## src/rtl/pipe_hazard_ctrl_if.sv

```systemverilog
// Bundles the pipeline-side hazard inputs and the stall/flush controls of pipe_hazard_ctrl.
// The master drives the ID/EXE observations; the slave (the controller) returns stall/flush.
interface pipe_hazard_ctrl_if;
    logic [4:0]  id_RegisterRs;
    logic [4:0]  id_RegisterRt;
    logic        id_UsesRt;
    logic        id_MulDiv;
    logic        exe_MemRead;
    logic [4:0]  exe_RegisterRt;
    logic        branch_taken;
    logic        stall_pc;
    logic        stall_ifid;
    logic        flush_ifid;
    logic        flush_idex;
    logic        md_busy;
    logic        md_done;
    logic [15:0] stall_count;

    modport master (
        output id_RegisterRs, id_RegisterRt, id_UsesRt, id_MulDiv,
        output exe_MemRead, exe_RegisterRt, branch_taken,
        input  stall_pc, stall_ifid, flush_ifid, flush_idex, md_busy, md_done, stall_count
    );

    modport slave (
        input  id_RegisterRs, id_RegisterRt, id_UsesRt, id_MulDiv,
        input  exe_MemRead, exe_RegisterRt, branch_taken,
        output stall_pc, stall_ifid, flush_ifid, flush_idex, md_busy, md_done, stall_count
    );
endinterface

```

## src/rtl/pipe_hazard_ctrl.sv

```systemverilog
// Pipeline hazard controller: branch flush, load-use stall and multi-cycle mul/div stall,
// with a saturating stall-cycle counter.
module pipe_hazard_ctrl #(
    parameter int unsigned MD_LAT = 32
) (
    input  logic               clk,
    input  logic               rst,
    pipe_hazard_ctrl_if.slave  bus
);
    localparam logic ST_RUN     = 1'b0;
    localparam logic ST_MD_BUSY = 1'b1;

    logic        r_state;
    logic [15:0] r_md_cnt;
    logic [15:0] r_stall_count;

    logic        w_state_d;
    logic [15:0] w_md_cnt_d;
    logic        w_load_use;
    logic        w_stall_pc;
    logic        w_stall_ifid;
    logic        w_flush_ifid;
    logic        w_flush_idex;
    logic        w_md_done;

    assign w_load_use = bus.exe_MemRead && (bus.exe_RegisterRt != 5'd0) &&
                        ((bus.exe_RegisterRt == bus.id_RegisterRs) ||
                         (bus.id_UsesRt && (bus.exe_RegisterRt == bus.id_RegisterRt)));

    always_comb begin
        w_state_d    = r_state;
        w_md_cnt_d   = r_md_cnt;
        w_stall_pc   = 1'b0;
        w_stall_ifid = 1'b0;
        w_flush_ifid = 1'b0;
        w_flush_idex = 1'b0;
        w_md_done    = 1'b0;
        if (!rst) begin
            case (r_state)
                ST_RUN: begin
                    if (bus.branch_taken) begin
                        w_flush_ifid = 1'b1;
                        w_flush_idex = 1'b1;
                    end else if (w_load_use) begin
                        w_stall_pc   = 1'b1;
                        w_stall_ifid = 1'b1;
                        w_flush_idex = 1'b1;
                    end else if (bus.id_MulDiv) begin
                        w_stall_pc   = 1'b1;
                        w_stall_ifid = 1'b1;
                        w_flush_idex = 1'b1;
                        w_state_d    = ST_MD_BUSY;
                        w_md_cnt_d   = 16'(MD_LAT - 1);
                    end
                end
                default: begin
                    // EXE only holds bubbles here, so branch/load-use/mul-div inputs are ignored
                    if (r_md_cnt != 16'd0) begin
                        w_stall_pc   = 1'b1;
                        w_stall_ifid = 1'b1;
                        w_flush_idex = 1'b1;
                        w_md_cnt_d   = r_md_cnt - 16'd1;
                    end else begin
                        w_md_done = 1'b1;
                        w_state_d = ST_RUN;
                    end
                end
            endcase
        end
    end

    always_ff @(posedge clk) begin
        if (rst) begin
            r_state       <= ST_RUN;
            r_md_cnt      <= 16'd0;
            r_stall_count <= 16'd0;
        end else begin
            r_state  <= w_state_d;
            r_md_cnt <= w_md_cnt_d;
            if (w_stall_pc && (r_stall_count != 16'hFFFF)) begin
                r_stall_count <= r_stall_count + 16'd1;
            end
        end
    end

    assign bus.stall_pc    = w_stall_pc;
    assign bus.stall_ifid  = w_stall_ifid;
    assign bus.flush_ifid  = w_flush_ifid;
    assign bus.flush_idex  = w_flush_idex;
    assign bus.md_done     = w_md_done;
    assign bus.md_busy     = r_state;
    assign bus.stall_count = r_stall_count;
endmodule

```

## src/flat_wrapper.sv

```systemverilog
// flat-port wrapper written by rule: the top's interface ports become plain ports
module pipe_hazard_ctrl_flat 
#(
    parameter int unsigned MD_LAT = 32
)
  (clk, rst, bus_id_RegisterRs, bus_id_RegisterRt, bus_id_UsesRt, bus_id_MulDiv, bus_exe_MemRead, bus_exe_RegisterRt, bus_branch_taken, bus_stall_pc, bus_stall_ifid, bus_flush_ifid, bus_flush_idex, bus_md_busy, bus_md_done, bus_stall_count);
  pipe_hazard_ctrl_if bus_i ();
  input  logic clk;
  input  logic rst;
  input wire logic [$bits(bus_i.id_RegisterRs)-1:0] bus_id_RegisterRs;
  input wire logic [$bits(bus_i.id_RegisterRt)-1:0] bus_id_RegisterRt;
  input wire logic [$bits(bus_i.id_UsesRt)-1:0] bus_id_UsesRt;
  input wire logic [$bits(bus_i.id_MulDiv)-1:0] bus_id_MulDiv;
  input wire logic [$bits(bus_i.exe_MemRead)-1:0] bus_exe_MemRead;
  input wire logic [$bits(bus_i.exe_RegisterRt)-1:0] bus_exe_RegisterRt;
  input wire logic [$bits(bus_i.branch_taken)-1:0] bus_branch_taken;
  output wire logic [$bits(bus_i.stall_pc)-1:0] bus_stall_pc;
  output wire logic [$bits(bus_i.stall_ifid)-1:0] bus_stall_ifid;
  output wire logic [$bits(bus_i.flush_ifid)-1:0] bus_flush_ifid;
  output wire logic [$bits(bus_i.flush_idex)-1:0] bus_flush_idex;
  output wire logic [$bits(bus_i.md_busy)-1:0] bus_md_busy;
  output wire logic [$bits(bus_i.md_done)-1:0] bus_md_done;
  output wire logic [$bits(bus_i.stall_count)-1:0] bus_stall_count;
  assign bus_i.id_RegisterRs = bus_id_RegisterRs;
  assign bus_i.id_RegisterRt = bus_id_RegisterRt;
  assign bus_i.id_UsesRt = bus_id_UsesRt;
  assign bus_i.id_MulDiv = bus_id_MulDiv;
  assign bus_i.exe_MemRead = bus_exe_MemRead;
  assign bus_i.exe_RegisterRt = bus_exe_RegisterRt;
  assign bus_i.branch_taken = bus_branch_taken;
  assign bus_stall_pc = bus_i.stall_pc;
  assign bus_stall_ifid = bus_i.stall_ifid;
  assign bus_flush_ifid = bus_i.flush_ifid;
  assign bus_flush_idex = bus_i.flush_idex;
  assign bus_md_busy = bus_i.md_busy;
  assign bus_md_done = bus_i.md_done;
  assign bus_stall_count = bus_i.stall_count;
  pipe_hazard_ctrl #(.MD_LAT(MD_LAT)) u_core (.clk(clk), .rst(rst), .bus(bus_i));
endmodule
```

## config.mk

```make
export PLATFORM = sky130hd
export DESIGN_NAME = pipe_hazard_ctrl_flat
export DESIGN_NICKNAME = d
export VERILOG_FILES = /design/src/rtl/pipe_hazard_ctrl_if.sv /design/src/rtl/pipe_hazard_ctrl.sv /design/src/flat_wrapper.sv
export SDC_FILE = /design/constraint.sdc
export NUM_CORES = 1
export LEC_CHECK = 0
export ABC_CLOCK_PERIOD_IN_PS = 2600
export CAP_MARGIN = 15
export CORE_MARGIN = 2
export CORE_UTILIZATION = 45
export DETAILED_ROUTE_END_ITERATION = 6
export HOLD_SLACK_MARGIN = 0.12
export PLACE_DENSITY = 0.76
export RECOVER_POWER = 25
export SLEW_MARGIN = 5
export SYNTH_ARGS = -nofsm -noshare
export SYNTH_HDL_FRONTEND = slang
export SYNTH_SLANG_ARGS = --single-unit
```

## constraint.sdc

```tcl
create_clock -name clk -period 2.6 [get_ports clk]
set_clock_uncertainty 0.15 [all_clocks]
set_input_delay 0.65 -clock clk [delete_from_list [all_inputs] [get_ports clk]]
set_output_delay 0.65 -clock clk [all_outputs]
set_load 0.01 [all_outputs]
```

Word-level counts from Yosys, hierarchy flattened
Index checks and enable logic that the tools add are counted.
Widths: inputs -> output; s select.
{"block": "word_totals", "ff_bits": 33, "in_bits": 21, "output_inout_bits": 22, "elab_cells": 43}
{"block": "classes", "n_addsub": 2, "n_eq_ne": 6, "muxes": 23, "n_reduce_logical": 9}
{"op": "$mux 16", "count": 5}
{"op": "$mux 1", "count": 18}
{"op": "$add 16x1->16 const B", "count": 1}
{"op": "$ne 16x16->1 const B", "count": 1}
{"op": "$reduce_bool 16->1", "count": 1}
{"op": "$sub 16x1->16 const B", "count": 1}
{"op": "$eq 5x5->1", "count": 2}
{"op": "$reduce_bool 5->1", "count": 1}
{"op": "$logic_and 1x1->1", "count": 4}
{"op": "$ne 2x1->1 const B", "count": 2}
{"op": "$reduce_and 4->1", "count": 1}
{"op": "$ne 2x2->1 const B", "count": 1}
{"op": "$reduce_bool 2->1", "count": 1}
{"op": "$logic_or 1x1->1", "count": 1}

Depth between registers and ports, before layout
Gate-level depths: netlist (run 1).
{"block": "logic_depth", "word_depth": 9, "mapped_depth": 9, "ltp_nobuf": 8}

Least setup slack after synthesis (run 1)
Ideal clock, no wire load.
{"block": "synth_timing", "path_kind": "input to output", "from": "input bus_exe_RegisterRt[3]", "to": "output bus_stall_pc", "arrival_ps": 2061, "t_required_ps": 1800, "path_slack_ps": -261, "stages": 7, "n_path_buf": 2, "path_cell_list": "xor2_1 nor4_2 a32oi_1 o21ai_2 buf_4 nor2b_1 buf_4"}
{"block": "synth_between", "elab_chain_len": 8, "elab_cells_between_ends": 11, "cone_classes": "eq/ne: 2; mux: 4; reduce/logical: 5"}
{"element": "start: declaration", "line_no": "flat_wrapper.sv:15", "source": "input wire logic [$bits(bus_i.exe_RegisterRt)-1:0] bus_exe_RegisterRt;"}
{"element": "$eq 5x5->1", "line_no": "pipe_hazard_ctrl.sv:28", "source": "(bus.id_UsesRt && (bus.exe_RegisterRt == bus.id_RegisterRt)));"}
{"element": "$logic_and 1x1->1", "line_no": "pipe_hazard_ctrl.sv:28"}
{"element": "$logic_or 1x1->1", "line_no": "pipe_hazard_ctrl.sv:27", "source": "((bus.exe_RegisterRt == bus.id_RegisterRs) ||"}
{"element": "$logic_and 1x1->1 *", "line_no": "pipe_hazard_ctrl.sv:26", "source": "assign w_load_use = bus.exe_MemRead && (bus.exe_RegisterRt != 5'd0) &&"}
{"element": "$mux 1 * (4 in series)"}
{"element": "end: declaration", "line_no": "flat_wrapper.sv:17", "source": "output wire logic [$bits(bus_i.stall_pc)-1:0] bus_stall_pc;"}
Mark *: on every way between the ends. The rest lies on a longest branch, timed or not.

Worst setup path in the final report (run 1)
{"block": "layout_timing", "from": "input bus_exe_RegisterRt[0]", "to": "output bus_flush_idex"}
{"block": "layout_between", "elab_chain_len": 8, "elab_cells_between_ends": 11, "cone_classes": "eq/ne: 2; mux: 4; reduce/logical: 5"}
{"element": "$eq 5x5->1", "line_no": "pipe_hazard_ctrl.sv:28"}
{"element": "$logic_and 1x1->1", "line_no": "pipe_hazard_ctrl.sv:28"}
{"element": "$logic_or 1x1->1", "line_no": "pipe_hazard_ctrl.sv:27"}
{"element": "$logic_and 1x1->1 *", "line_no": "pipe_hazard_ctrl.sv:26"}
{"element": "$mux 1 *", "line_no": "pipe_hazard_ctrl.sv:44", "source": "end else if (w_load_use) begin"}
{"element": "$mux 1 *", "line_no": "pipe_hazard_ctrl.sv:41", "source": "if (bus.branch_taken) begin"}
{"element": "$mux 1 *", "line_no": "pipe_hazard_ctrl.sv:39", "source": "case (r_state)"}
{"element": "$mux 1 *", "line_no": "pipe_hazard_ctrl.sv:38", "source": "if (!rst) begin"}
{"element": "end: declaration", "line_no": "flat_wrapper.sv:20", "source": "output wire logic [$bits(bus_i.flush_idex)-1:0] bus_flush_idex;"}
Marks and branches as above.

==> impl_results.md, run 1 <==
* Tmin final at 2.858 ns
* Most used cell, CP: buf_2
* Share of post-route cells with drive strength above 1 at 22.48%
* TritonCTS buffer count at 5
* Final Hold Vio Count at 0
* Crit-path slowest cell: or4_4
* Worst-Skew Late Latency at 0.29 ns
* Final WL at 4800 µm
* H-Tree Level Count at 2
* Final Util at 67.59%
* Total global-route track usage at 21.77%
* Clock Pin Slew Worst Setup and Hold Paths at 0.08 ns
* Syn avg cell area at 8.176 µm²
* EDFF count, synth at 0
* Multi-input logic area at 0.001226 mm²
* Critical Path RT at 1.80 ns
* Synth Flop Type: dfxtp_1
* First-pass GRT wire length at 7624 µm
* Delay of the slowest cell on the worst path at 0.54 ns
* Initial core utilization at 47.01%
* Total grt overflow at 0
* Die area at 0.004712 mm²
* Final period utilization at 109.9%
* Initial DRC Count at 129
* Total of max-cap violations at 0
* Largest net degree at the start of global routing at 17
* Hpwl dp at 3322 µm
* Antenna Nets Post-Route at 0
* # nets final at 321
* Fin Setup TNS at -0.5000 ns
* Via/cell ratio at 5.330
* Pre-CTS setup slack at -0.9613 ns
* Worst Setup SP: bus_exe_RegisterRt[0]
* Vias at 1,855
* I/O pin total at 43
* PortBufs at 42
* Worst hold stages at 2
* CTS root buffer: clkbuf_8
* Initial antenna violation count at 0
* Core Footprint at 0.004000 mm²
* Mapped cell area at 0.001881 mm²
* R2R depth at 9
* Fmax at 0.3499 GHz
* Worst Hold Launch: u_core.bus.stall_count[15]$_SDFFE_PP0P_
* Status: finished with violations
* Syn nets at 254
* Routed len/inst at 13.79 µm
* Hold Crit Class: reg2reg
* CP max FO at 3
* DRC viols at 0
* Flops & latches, synth at 33
* Final setup viols at 3
* Register Area at 660.6 µm²
* ANT cells at 0
* GPL Wtd Cong at 0.7919
* R2R Setup Slk at 0.36 ns
* Slew Limit Fails at 0
* Max clock buf depth at 2
* Cell Pwr Density at 582.0 mW/mm²
* Die Span X at 68.65 µm
* Area grow syn2layout at 43.78%
* Sequential-to-total area share from yosys stat at 35.13%
* FF-to-FF Start: u_core.bus.stall_count[0]$_SDFFE_PP0P_
* Kind of cell adding the most delay to the critical path: simple AND/OR/NAND/NOR gates
* Peak supply drop at 0.0007091 V
* CP Cell Sequence: buf_2 > or4_4 > o21ai_4 > buf_6 > o21a_1 > a211oi_2 > buf_2
* Slew margin rel. at 74.65%
* DIE HEIGHT at 68.65 µm
* CP arrival at 2.06 ns
* Number of fillers in the final layout at 333
* Rows at 23
* Critical path type: in2out
* Worst reg2reg endpoint: u_core.bus.stall_count[0]$_SDFFE_PP0P_
* Startpoint Class: input pin
* WHS at 0.3615 ns
* P_leak at 1.107 nW
* CTS tree: built
* Synth async-reset ratio at 0%
* Total number of yosys warnings at 0
* RSZ-0062 raised after global routing: true
* Router iterations before antenna repair at 5
* Failing checks: negative setup slack
* Buffers and inverters on the worst path at 3
* Final WS setup at -0.2582 ns
* Cell variety after synth at 45
* Hold worst-path end: u_core.bus.stall_count[15]$_SDFFE_PP0P_
* Vias in the first global route at 1,737
* Worst slew pin tran at 0.3788 ns
* CP Capture Type: primary output
* CTS sink count at 33
* Post-Syn Instances at 230
## cells in the final DEF (no fill, tap or decap), drive strengths merged, types with 5 or more instances in the layout
cell type / count
nor2: 42
buf: 38
dfxtp: 33
xor2: 28
nand3: 17
dlygate4sd3: 12
clkdlybuf4s50: 10
nand2: 10
o21ai: 10
inv: 8
dlygate4sd2: 8
nor3: 8
a21oi: 6
nand4: 5
a311oi: 5
clkbuf: 5
nor4: 5
## worst reg2reg max path, delay by kind of cell, from the launching register on
family | cells | cell delay, ns
and+or+nand+nor | 6 | 1.14
DFF | 1 | 0.41
adders and majority gates | 1 | 0.19
xor gates and xnor gates | 1 | 0.13
buffers and inverters | 1 | 0.12
## Yosys cell counts (3+ instances only)
library cell  instances  area (µm²)
nand4_1               5       31.28
o21ai_0               7       35.03
xnor2_1               3       26.28
a21oi_1               6       30.03
nand3_1              14       70.07
a31oi_1               3       18.77
nand2_1               9       33.78
nor3_1                8       40.04
nand3_2               3       30.03
a311oi_1              5       43.79
dfxtp_1              33       660.6
xor2_1               28       245.2
ha_1                  3       37.54
o211ai_1              4       30.03
inv_1                 8       30.03
and3_1                3       18.77
clkbuf_1              4       15.01
or3_1                 4       25.02
nor2_1               42       157.7
nand2b_1              3       18.77
nor4_1                3       18.77
## flip-flops by register name (all words and copies together), names as in the netlist
signal / count
u_core.bus.md_busy: 1
u_core.bus.stall_count: 16
u_core.r_md_cnt: 16
## layout make-up
cell class | instances | share of cell area [%]
Inverter | 8 | 1.111
Clock inverter | 3 | 2.406
Clock buffer | 5 | 2.545
Multi-Input combinational cell | 180 | 45.35
Sequential cell | 33 | 24.43
Timing Repair Buffer | 69 | 21.84
Tap cell | 50 | 2.314
## metrics by stage
stage	instances	power (mW)	instance area (µm²)
6_report	348	1.574	2704
5_1_grt	348	1.645	2704
4_1_cts	349	1.566	2688
3_5_place_dp	335	0.9573	2486
3_3_place_gp	335	0.9478	2486
2_1_floorplan	230	0.8236	1901
## kinds of logic (layout without fill, tap and decap cells)
| group | count (synthesis) | count (layout) | synth area share (%) |
|---|---|---|---|
| and+or+nand+nor | 107 | 107 | 29.41 |
| buffers and inverters | 18 | 85 | 4.923 |
| muxes | 2 | 2 | 1.065 |
| adders and majority gates | 3 | 3 | 1.996 |
| xor gates and xnor gates | 31 | 31 | 14.44 |
| AOI/OAI and AO/OA | 36 | 37 | 13.04 |
| DFF | 33 | 33 | 35.13 |
## worst max-delay path by stage
stage                           endpoint  slack, ns  cells past startpoint
final                     bus_flush_idex      -0.26                      7
after global routing      bus_flush_idex      -0.33                      7
after CTS                 bus_flush_idex      -0.25                      8
after detailed placement  bus_flush_idex      -0.96                      7
after global placement    bus_flush_idex      -0.95                      7
after floorplan             bus_stall_pc      -0.09                      7
## power by group
group,internal (mW),total (mW),leakage (nW),switching [mW]
clock,0.381,0.585,0.0681,0.204
combinational,0.200,0.409,0.770,0.209
sequential,0.538,0.579,0.268,0.0407
total,1.12,1.57,1.11,0.454
## what timing repair did
action / in CTS / in global routing
hold buffers: 0 / 0
buffers inserted: 6 / 2
gates cloned: 1 / 0
pin swaps: 18 / 4
endpoints found under the setup margin: 27 / 12
resized for setup: 70 / 4
## metal layers
| metal | vias up | part of all wire [%] | track usage (%) |
|---|---|---|---|
| met2 | 35 | 50 | 38.22 |
| met4 | 0 | 1.1 | 8.000 |
| met1 | 864 | 45 | 25.65 |
| li1 | 950 | - | - |
| met3 | 6 | 3.8 | 5.032 |
| met5 | - | 0 | 0 |
No activity file was read; power rests on OpenSTA's default activity.
==> run 2, diff against run 1 <==
Settings changed: ABC_CLOCK_PERIOD_IN_PS 2600 to 2400, CORE_MARGIN 2 to default.
Clock period 2.6 ns to 2.4 ns, I/O delays scaled along.
==> impl_results.md, run 2 (synthesis results as in run 1) <==
* Vias at 1,863 (+0.43%)
* Peak supply drop at 0.0005301 V (-25%)
* Core Footprint at 0.004000 mm² (unchanged)
* Pre-CTS setup slack at -1.114 ns (-0.1525 ns)
* CP Capture Type: primary output
* Via/cell ratio at 5.189 (-2.6%)
* Die Span X at 66.65 µm (-2.9%)
* WHS at 0.3591 ns (-0.002384 ns)
* Rows at 23 (unchanged)
* Buffers and inverters on the worst path at 3 (unchanged)
* CTS sink count at 33 (unchanged)
* Multi-input logic area at 0.001239 mm² (+1.0%)
* Status: finished with violations
* Final Hold Vio Count at 0 (unchanged)
* Total of max-cap violations at 0 (unchanged)
* CP max FO at 2 (-1)
* CP Cell Sequence: buf_8 > xor2_2 > nor4_2 > a32oi_2 > buf_4 > o21a_4 > a211oi_2 > buf_2
* Worst slew pin tran at 0.3730 ns (-0.005765 ns)
* ANT cells at 0 (unchanged)
* Initial DRC Count at 96 (-26%)
* PortBufs at 42 (unchanged)
* Total global-route track usage at 22.27% (+0.49 points)
* Crit-path slowest cell: nor4_2
* R2R Setup Slk at 0.12 ns (-0.24 ns)
* Most frequent cells in the layout: nor2_1, buf_4, dfxtp_1, xor2_1, nand3_1
* GPL Wtd Cong at 0.8038 (+1.5%)
* # nets final at 332 (+3.4%)
* H-Tree Level Count at 2 (unchanged)
* Worst-Skew Late Latency at 0.29 ns (about the same)
* Tmin final at 2.833 ns
* CTS tree: built
* CTS root buffer: clkbuf_8
* DIE HEIGHT at 66.65 µm (-2.9%)
* Final cell count without fillers at 359 (+3.2%)
* Hold Crit Class: reg2reg
* Critical Path RT at 1.65 ns (-0.15 ns)
* Kind of cell adding the most delay to the critical path: compound AO/OA/AOI/OAI gates
* Die area at 0.004442 mm² (-5.7%)
* Router iterations before antenna repair at 4 (-1)
* Cell Pwr Density at 593.9 mW/mm² (+2.0%)
* Hpwl dp at 3330 µm (+0.23%)
* Initial core utilization at 47.01% (unchanged)
* P_leak at 1.153 nW (+4.2%)
* Vias in the first global route at 1,738 (+0.058%)
* Slew Limit Fails at 0 (unchanged)
* Register Area at 660.6 µm² (unchanged)
* First-pass GRT wire length at 7500 µm (-1.6%)
* Failing checks: negative setup slack
* Slew margin rel. at 75.04% (+0.39 points)
* Delay of the slowest cell on the worst path at 0.32 ns (-0.22 ns)
* # placed instances at 345 (+3.0%)
* Clock Pin Slew Worst Setup and Hold Paths at 0.07 ns (about the same)
* Share of post-route cells with drive strength above 1 at 27.18% (+4.7 points)
* I/O pin total at 43 (unchanged)
* Commonest non-fill, non-tap cell in the layout: nor2_1
* Number of fillers in the final layout at 348 (+4.5%)
* TritonCTS buffer count at 5 (unchanged)
* Fmax at 0.3530 GHz
* Max clock buf depth at 2 (unchanged)
* Largest net degree at the start of global routing at 17 (unchanged)
* Antenna Nets Post-Route at 0 (unchanged)
* CP arrival at 2.08 ns (+0.02 ns)
* Initial antenna violation count at 0 (unchanged)
* Routed len/inst at 13.03 µm (-5.6%)
* Critical path type: in2out
* Area grow syn2layout at 48.17%
* RSZ-0062 raised after global routing: true
* DRC viols at 0 (unchanged)
* Final setup viols at 4 (+1)
* Total grt overflow at 0 (unchanged)
* Final WS setup at -0.4329 ns (-0.1747 ns)
* Startpoint Class: input pin
* Final WL at 4676 µm (-2.6%)
* Final period utilization at 118.0%
[run 2: cell types whose count changed in the layout (fill, tap and decap cells not counted), sizes merged]
cell | previous run | this run
dlygate4sd2 | 8 | 7
a31o | 4 | 3
dlygate4sd3 | 12 | 10
bufinv | 2 | 1
clkbuf | 5 | 9
clkinv | 1 | 0
clkdlybuf4s15 | 1 | 0
buf | 38 | 50
clkdlybuf4s50 | 10 | 12
[run 2: final timing paths]
path	from	end	cells past startpoint
min reg2reg	u_core.bus.stall_count[15]$_SDFFE_PP0P_	u_core.bus.stall_count[15]$_SDFFE_PP0P_	2
max	bus_exe_RegisterRt[3]	bus_flush_idex	8
min	u_core.bus.stall_count[15]$_SDFFE_PP0P_	u_core.bus.stall_count[15]$_SDFFE_PP0P_	2
max reg2reg	u_core.bus.stall_count[0]$_SDFFE_PP0P_	u_core.bus.stall_count[8]$_SDFFE_PP0P_	9
[run 2: worst min-delay path: stages, from the launching register on]
cell,delay [ns]
dfxtp_1,0.33
o21ai_1,0.07
a21oi_1,0.06
[run 2: metal layers]
layer,part of all wire (%),GRT usage [%]
met5,0,0
met4,1.0,7.979
met3,3.0,4.966
met1,43,25.60
met2,53,39.77
[run 2: power breakdown]
group	leakage [nW]	internal, mW	switching [mW]
sequential	0.268	0.584	0.0389
clock	0.0585	0.339	0.207
combinational	0.826	0.251	0.236
total	1.15	1.17	0.482
[run 2: final cells by class]
| class | count | share of cell area (%) |
|---|---|---|
| well taps | 50 | 2.245 |
| clock buffers | 7 | 3.098 |
| multi-input cells | 179 | 44.45 |
| repair buffers | 81 | 24.34 |
| inverters | 8 | 1.078 |
| flip-flops and latches | 33 | 23.71 |
| clock inverters | 1 | 1.078 |
[run 2: timing repair]
| item | CTS | global route |
|---|---|---|
| hold buffers | 0 | 0 |
| gates resized for setup | 64 | 17 |
| buffers inserted | 4 | 3 |
| pin swaps | 13 | 7 |
| setup endpoints to repair | 38 | 24 |
[run 2: through the flow]
| stage | power (mW) | utilization, % | area (µm²) | setup TNS (ns) |
|---|---|---|---|---|
| 2_1_floorplan | 0.8925 | - | 1902 | -0.2938 |
| 5_1_grt | 1.735 | 69.66 | 2786 | -2.125 |
| 3_3_place_gp | 1.056 | 64.06 | 2562 | -17.94 |
| 3_5_place_dp | 1.064 | 64.06 | 2562 | -19.11 |
| 4_1_cts | 1.630 | 68.19 | 2728 | -1.024 |
| 6_report | 1.655 | 69.66 | 2786 | -1.065 |
==> run 3, diff against run 2 <==
Settings changed: SKIP_LAST_GASP from default to 1, SLEW_MARGIN 5 to default.
==> results of run 3 <==
The final DEF is identical to that of run 2; final timing and power are the same.
==> edit 1, RTL diff (flow settings as in run 3) <==
`MD_LAT` is set to 32 in 2 places; all go to 24.
--- a/src/rtl/pipe_hazard_ctrl.sv
+++ b/src/rtl/pipe_hazard_ctrl.sv
@@ -1,7 +1,7 @@
 // Pipeline hazard controller: branch flush, load-use stall and multi-cycle mul/div stall,
 // with a saturating stall-cycle counter.
 module pipe_hazard_ctrl #(
-    parameter int unsigned MD_LAT = 32
+    parameter int unsigned MD_LAT = 24
 ) (
     input  logic               clk,
     input  logic               rst,
--- a/src/flat_wrapper.sv
+++ b/src/flat_wrapper.sv
@@ -1,7 +1,7 @@
 // flat-port wrapper written by rule: the top's interface ports become plain ports
 module pipe_hazard_ctrl_flat 
 #(
-    parameter int unsigned MD_LAT = 32
+    parameter int unsigned MD_LAT = 24
 )
   (clk, rst, bus_id_RegisterRs, bus_id_RegisterRt, bus_id_UsesRt, bus_id_MulDiv, bus_exe_MemRead, bus_exe_RegisterRt, bus_branch_taken, bus_stall_pc, bus_stall_ifid, bus_flush_ifid, bus_flush_idex, bus_md_busy, bus_md_done, bus_stall_count);
   pipe_hazard_ctrl_if bus_i ();
Formal check against the unedited RTL: same outputs for any inputs over 10 cycles, from zero or initial values and one cycle with rst high; that may be too few to reach the edited logic, so the function may still have changed.
==> edit 1 against run 3 <==
The flow still finishes with violations (setup timing). Count of clock-buffer cells in the layout did not move. Global-route usage rose by 2.1 points. Sequential cell count did not move. Routed wire length rose by 22%. Critical path depth fell by 1. Sequential power rose by 2%. Clock power fell by 22%. Non-clock buffer count rose by 16. Worst setup slack improved by 0.23 ns. Highest routed layer unchanged. Total power rose by 19%. Design area rose by 13%. Area after synthesis rose by 7.6%. Via count rose by 20%. Core utilization rose by 3.1 points.
==> edit 1: results (changes against run 3) <==
{| class="wikitable"
! Metric !! Value
|-
| Length of routed wiring on met1 || 2510 um (+25%)
|-
| Relative area of clock buffers and inverters in the final design || 2.74% (-1.4 points)
|-
| # resized after CTS || 88 (+38%)
|-
| Worst flop-to-flop path endpoint || u_core.bus.stall_count[7]
|-
| Maximum resistive drop on vdd || 0.000419 V (-21%)
|-
| Leakage power total || 1.20 nW (+3.8%)
|-
| Worst Setup Slack, final || -0.207 ns (+0.225 ns)
|-
| Power dissipated in the clock network || 0.428 mW (-22%)
|-
| Ranking of synthesized cells by area || sky130_fd_sc_hd__dfxtp_1, sky130_fd_sc_hd__a21oi_1, sky130_fd_sc_hd__or4_1, sky130_fd_sc_hd__or3_1, sky130_fd_sc_hd__xnor2_1
|-
| Placement-stage cell area || 0.00281 mm^2 (+9.8%)
|-
| Non-Clock Buffer Count || 97 (+20%)
|-
| Launch point of the worst hold path || u_core.r_md_cnt[11]
|-
| Setup slack, reg-to-reg || 0.03 ns (-0.09 ns)
|-
| Compound-Gate Fraction of Synth Area || 22.9% (+9.9 points)
|-
| Count of vias placed by the detailed router || 2241 (+20%)
|-
| Outcome || complete, but fails checks
|-
| Total Negative Setup Slacks || -1.84 ns (-0.778 ns)
|-
| Final-stage net count || 362 (+9.0%)
|-
| Cell count after synthesis || 247 (+7.4%)
|-
| Most frequent cells after synthesis || sky130_fd_sc_hd__dfxtp_1, sky130_fd_sc_hd__a21oi_1, sky130_fd_sc_hd__nand3_1
|-
| Slowest cell on the critical path || sky130_fd_sc_hd__or4_4
|-
| Hold path endpoint || u_core.r_md_cnt[11]
|-
| Grt met1 use || 30.0% (+4.4 points)
|-
| Maximum net fanout on the critical path || 3 (+1)
|-
| Arrival time at the worst endpoint || 1.86 ns (-0.22 ns)
|-
| Cell count after placement || 376 (+9.0%)
|-
| Netlist area before placement || 0.00202 mm^2 (+7.6%)
|-
| Total setup buffers inserted after CTS || 5 (+1)
|-
| Routed wl met3 || 251 um (+77%)
|-
| Post-synthesis adder-cell area fraction || 1.86% (-0.14 points)
|-
| Total routing resource utilization after global routing || 24.4% (+2.1 points)
|-
| Launching instance or port of the critical path || bus_exe_RegisterRt[0]
|-
| Multi-input logic area || 0.00146 mm^2 (+18%)
|-
| Met3 Resource Use GR || 4.68% (-0.29 points)
|-
| Violations in the final reports || setup timing
|-
| Final weighted congestion in routability-driven placement || 0.847 (+5.4%)
|-
| Multi-input combinational cell count || 193 (+7.8%)
|-
| Worst Setup Slack post-DPL || -0.943 ns (+0.170 ns)
|-
| Switching share of total power || 34.5% (+5.4 points)
|-
| Final number of setup-violating endpoints || 18 (+14)
|-
| Met2 demand-to-capacity share in global routing || 41.7% (+2.0 points)
|-
| Slowest Stage Delay on Critical Path || 0.54 ns (+0.22 ns)
|}
==> edit 1: cell count changes after synthesis, moves of 3 or more <==
cell	before	now
sky130_fd_sc_hd__a311oi_1	5	1
sky130_fd_sc_hd__o31ai_1	1	9
sky130_fd_sc_hd__a21oi_1	6	24
sky130_fd_sc_hd__nor2_1	42	10
sky130_fd_sc_hd__nand3_2	3	0
sky130_fd_sc_hd__a31oi_1	3	0
sky130_fd_sc_hd__nor3_1	8	5
sky130_fd_sc_hd__o21ai_1	1	4
sky130_fd_sc_hd__or3_1	4	14
sky130_fd_sc_hd__xor2_1	28	0
sky130_fd_sc_hd__nand2_1	9	13
sky130_fd_sc_hd__o21ai_0	7	12
sky130_fd_sc_hd__xnor2_1	3	10
sky130_fd_sc_hd__or4_1	2	13
==> edit 2, RTL diff (flow settings as in run 3) <==
Without the edit above. Reset style: asynchronous (`rst`), changed in one clocked block.
--- a/src/rtl/pipe_hazard_ctrl.sv
+++ b/src/rtl/pipe_hazard_ctrl.sv
@@ -69,7 +69,7 @@
         end
     end
 
-    always_ff @(posedge clk) begin
+    always_ff @(posedge clk or posedge rst) begin
         if (rst) begin
             r_state       <= ST_RUN;
             r_md_cnt      <= 16'd0;
Check against the original RTL: differs if rst is asserted again (counterexample within 4 cycles, from zero or initial values and one cycle with rst high); with rst held inactive, the same outputs for 10 cycles.
==> edit 2 against run 3 <==
The run still ends with setup timing left. Maximum frequency rose by 1.4%. Area after synthesis rose by 7.8%. Global-route usage is 4.3 points higher. Synthesized cell count decreased by 10%. Design area increased by 21%. Highest routed layer unchanged. Via count rose by 14%. Non-clock buffer count is 32 higher. Worst setup slack better by 0.040 ns. Routed wire length increased by 34%. Sequential cell count did not move.
Power is not compared: it rests on default switching activity, and its combinational part moved more than twofold at a synthesized area within 25%.
==> edit 2: results (changes against run 3) <==
{| class="wikitable"
! Metric !! Value
|-
| Met2 wire length || 3380 um (+36%)
|-
| Ranking of synthesized cells by area || sky130_fd_sc_hd__dfrtp_1, sky130_fd_sc_hd__xor2_1, sky130_fd_sc_hd__nor3_2, sky130_fd_sc_hd__nand2_1, sky130_fd_sc_hd__nor4_2
|-
| Compound-Gate Fraction of Synth Area || 13.0% (-0.016 points)
|-
| Outcome || complete, but fails checks
|-
| Final-stage net count || 346 (+4.2%)
|-
| Critical R2R Launch || u_core.r_md_cnt[13]
|-
| Clock Buffer Count || 6 (-1)
|-
| Launch point of the worst hold path || u_core.bus.stall_count[5]
|-
| Length of routed wiring on met1 || 2480 um (+24%)
|-
| Pin count of the biggest net entering global routing || 25 (+8)
|-
| Total setup buffers inserted after CTS || 14 (+10)
|-
| Violations in the final reports || setup timing
|-
| Worst flop-to-flop path endpoint || u_core.bus.stall_count[15]
|-
| Met2 demand-to-capacity share in global routing || 47.1% (+7.4 points)
|-
| Post-synthesis adder-cell area fraction || 1.85% (-0.14 points)
|-
| Worst hold stages || 1 (-1)
|-
| Met3 Resource Use GR || 4.53% (-0.43 points)
|-
| Routed wl met3 || 252 um (+77%)
|-
| Fraction of area in multi-input gates || 41.0% (-3.4 points)
|-
| Arrival time at the worst endpoint || 2.04 ns (-0.04 ns)
|-
| Path depth of the worst reg2reg path || 8 (-1)
|-
| Total Negative Setup Slacks || -2.55 ns (-1.49 ns)
|-
| Proportion of synthesized flip-flops having asynchronous set or reset || 100% (+100 points)
|-
| Synthesized netlist net count || 230 (-9.4%)
|-
| Setup slack, reg-to-reg || -0.09 ns (-0.21 ns)
|-
| Worst Setup Slack, final || -0.393 ns (+0.0398 ns)
|-
| Maximum net fanout on the critical path || 4 (+2)
|-
| Hold path endpoint || u_core.bus.stall_count[5]
|-
| Multiplexer area fraction after synthesis || 1.60% (+0.54 points)
|-
| Final number of setup-violating endpoints || 20 (+16)
|}
## edit 2: cell count changes after synthesis, moves of 6 or more
cell / before / now
sky130_fd_sc_hd__dfxtp_1: 33 / 0
sky130_fd_sc_hd__nor3_2: 0 / 10
sky130_fd_sc_hd__nand2_1: 9 / 20
sky130_fd_sc_hd__dfrtp_1: 0 / 33
sky130_fd_sc_hd__nand3_1: 14 / 7
sky130_fd_sc_hd__nor2_1: 42 / 11
sky130_fd_sc_hd__or3_1: 4 / 10
## edit 2: cells by family (layout without fill, tap and decap cells)
| family | Yosys count | after routing |
|---|---|---|
| compound gates | 35 | 35 |
| xor+xnor | 26 | 26 |
| fa+ha+maj | 3 | 3 |
| buf+inv | 13 | 129 |
| flops | 33 | 33 |
| mux | 3 | 3 |
| simple gates | 93 | 93 |
## edit 2: through the flow
stage                     worst slack (ns)  util, %
after floorplan                     -0.270        -
after global routing                -0.420     77.2
after global placement               -1.04     65.7
final                               -0.393     77.2
after detailed placement             -1.06     65.7
after CTS                           -0.386     74.6
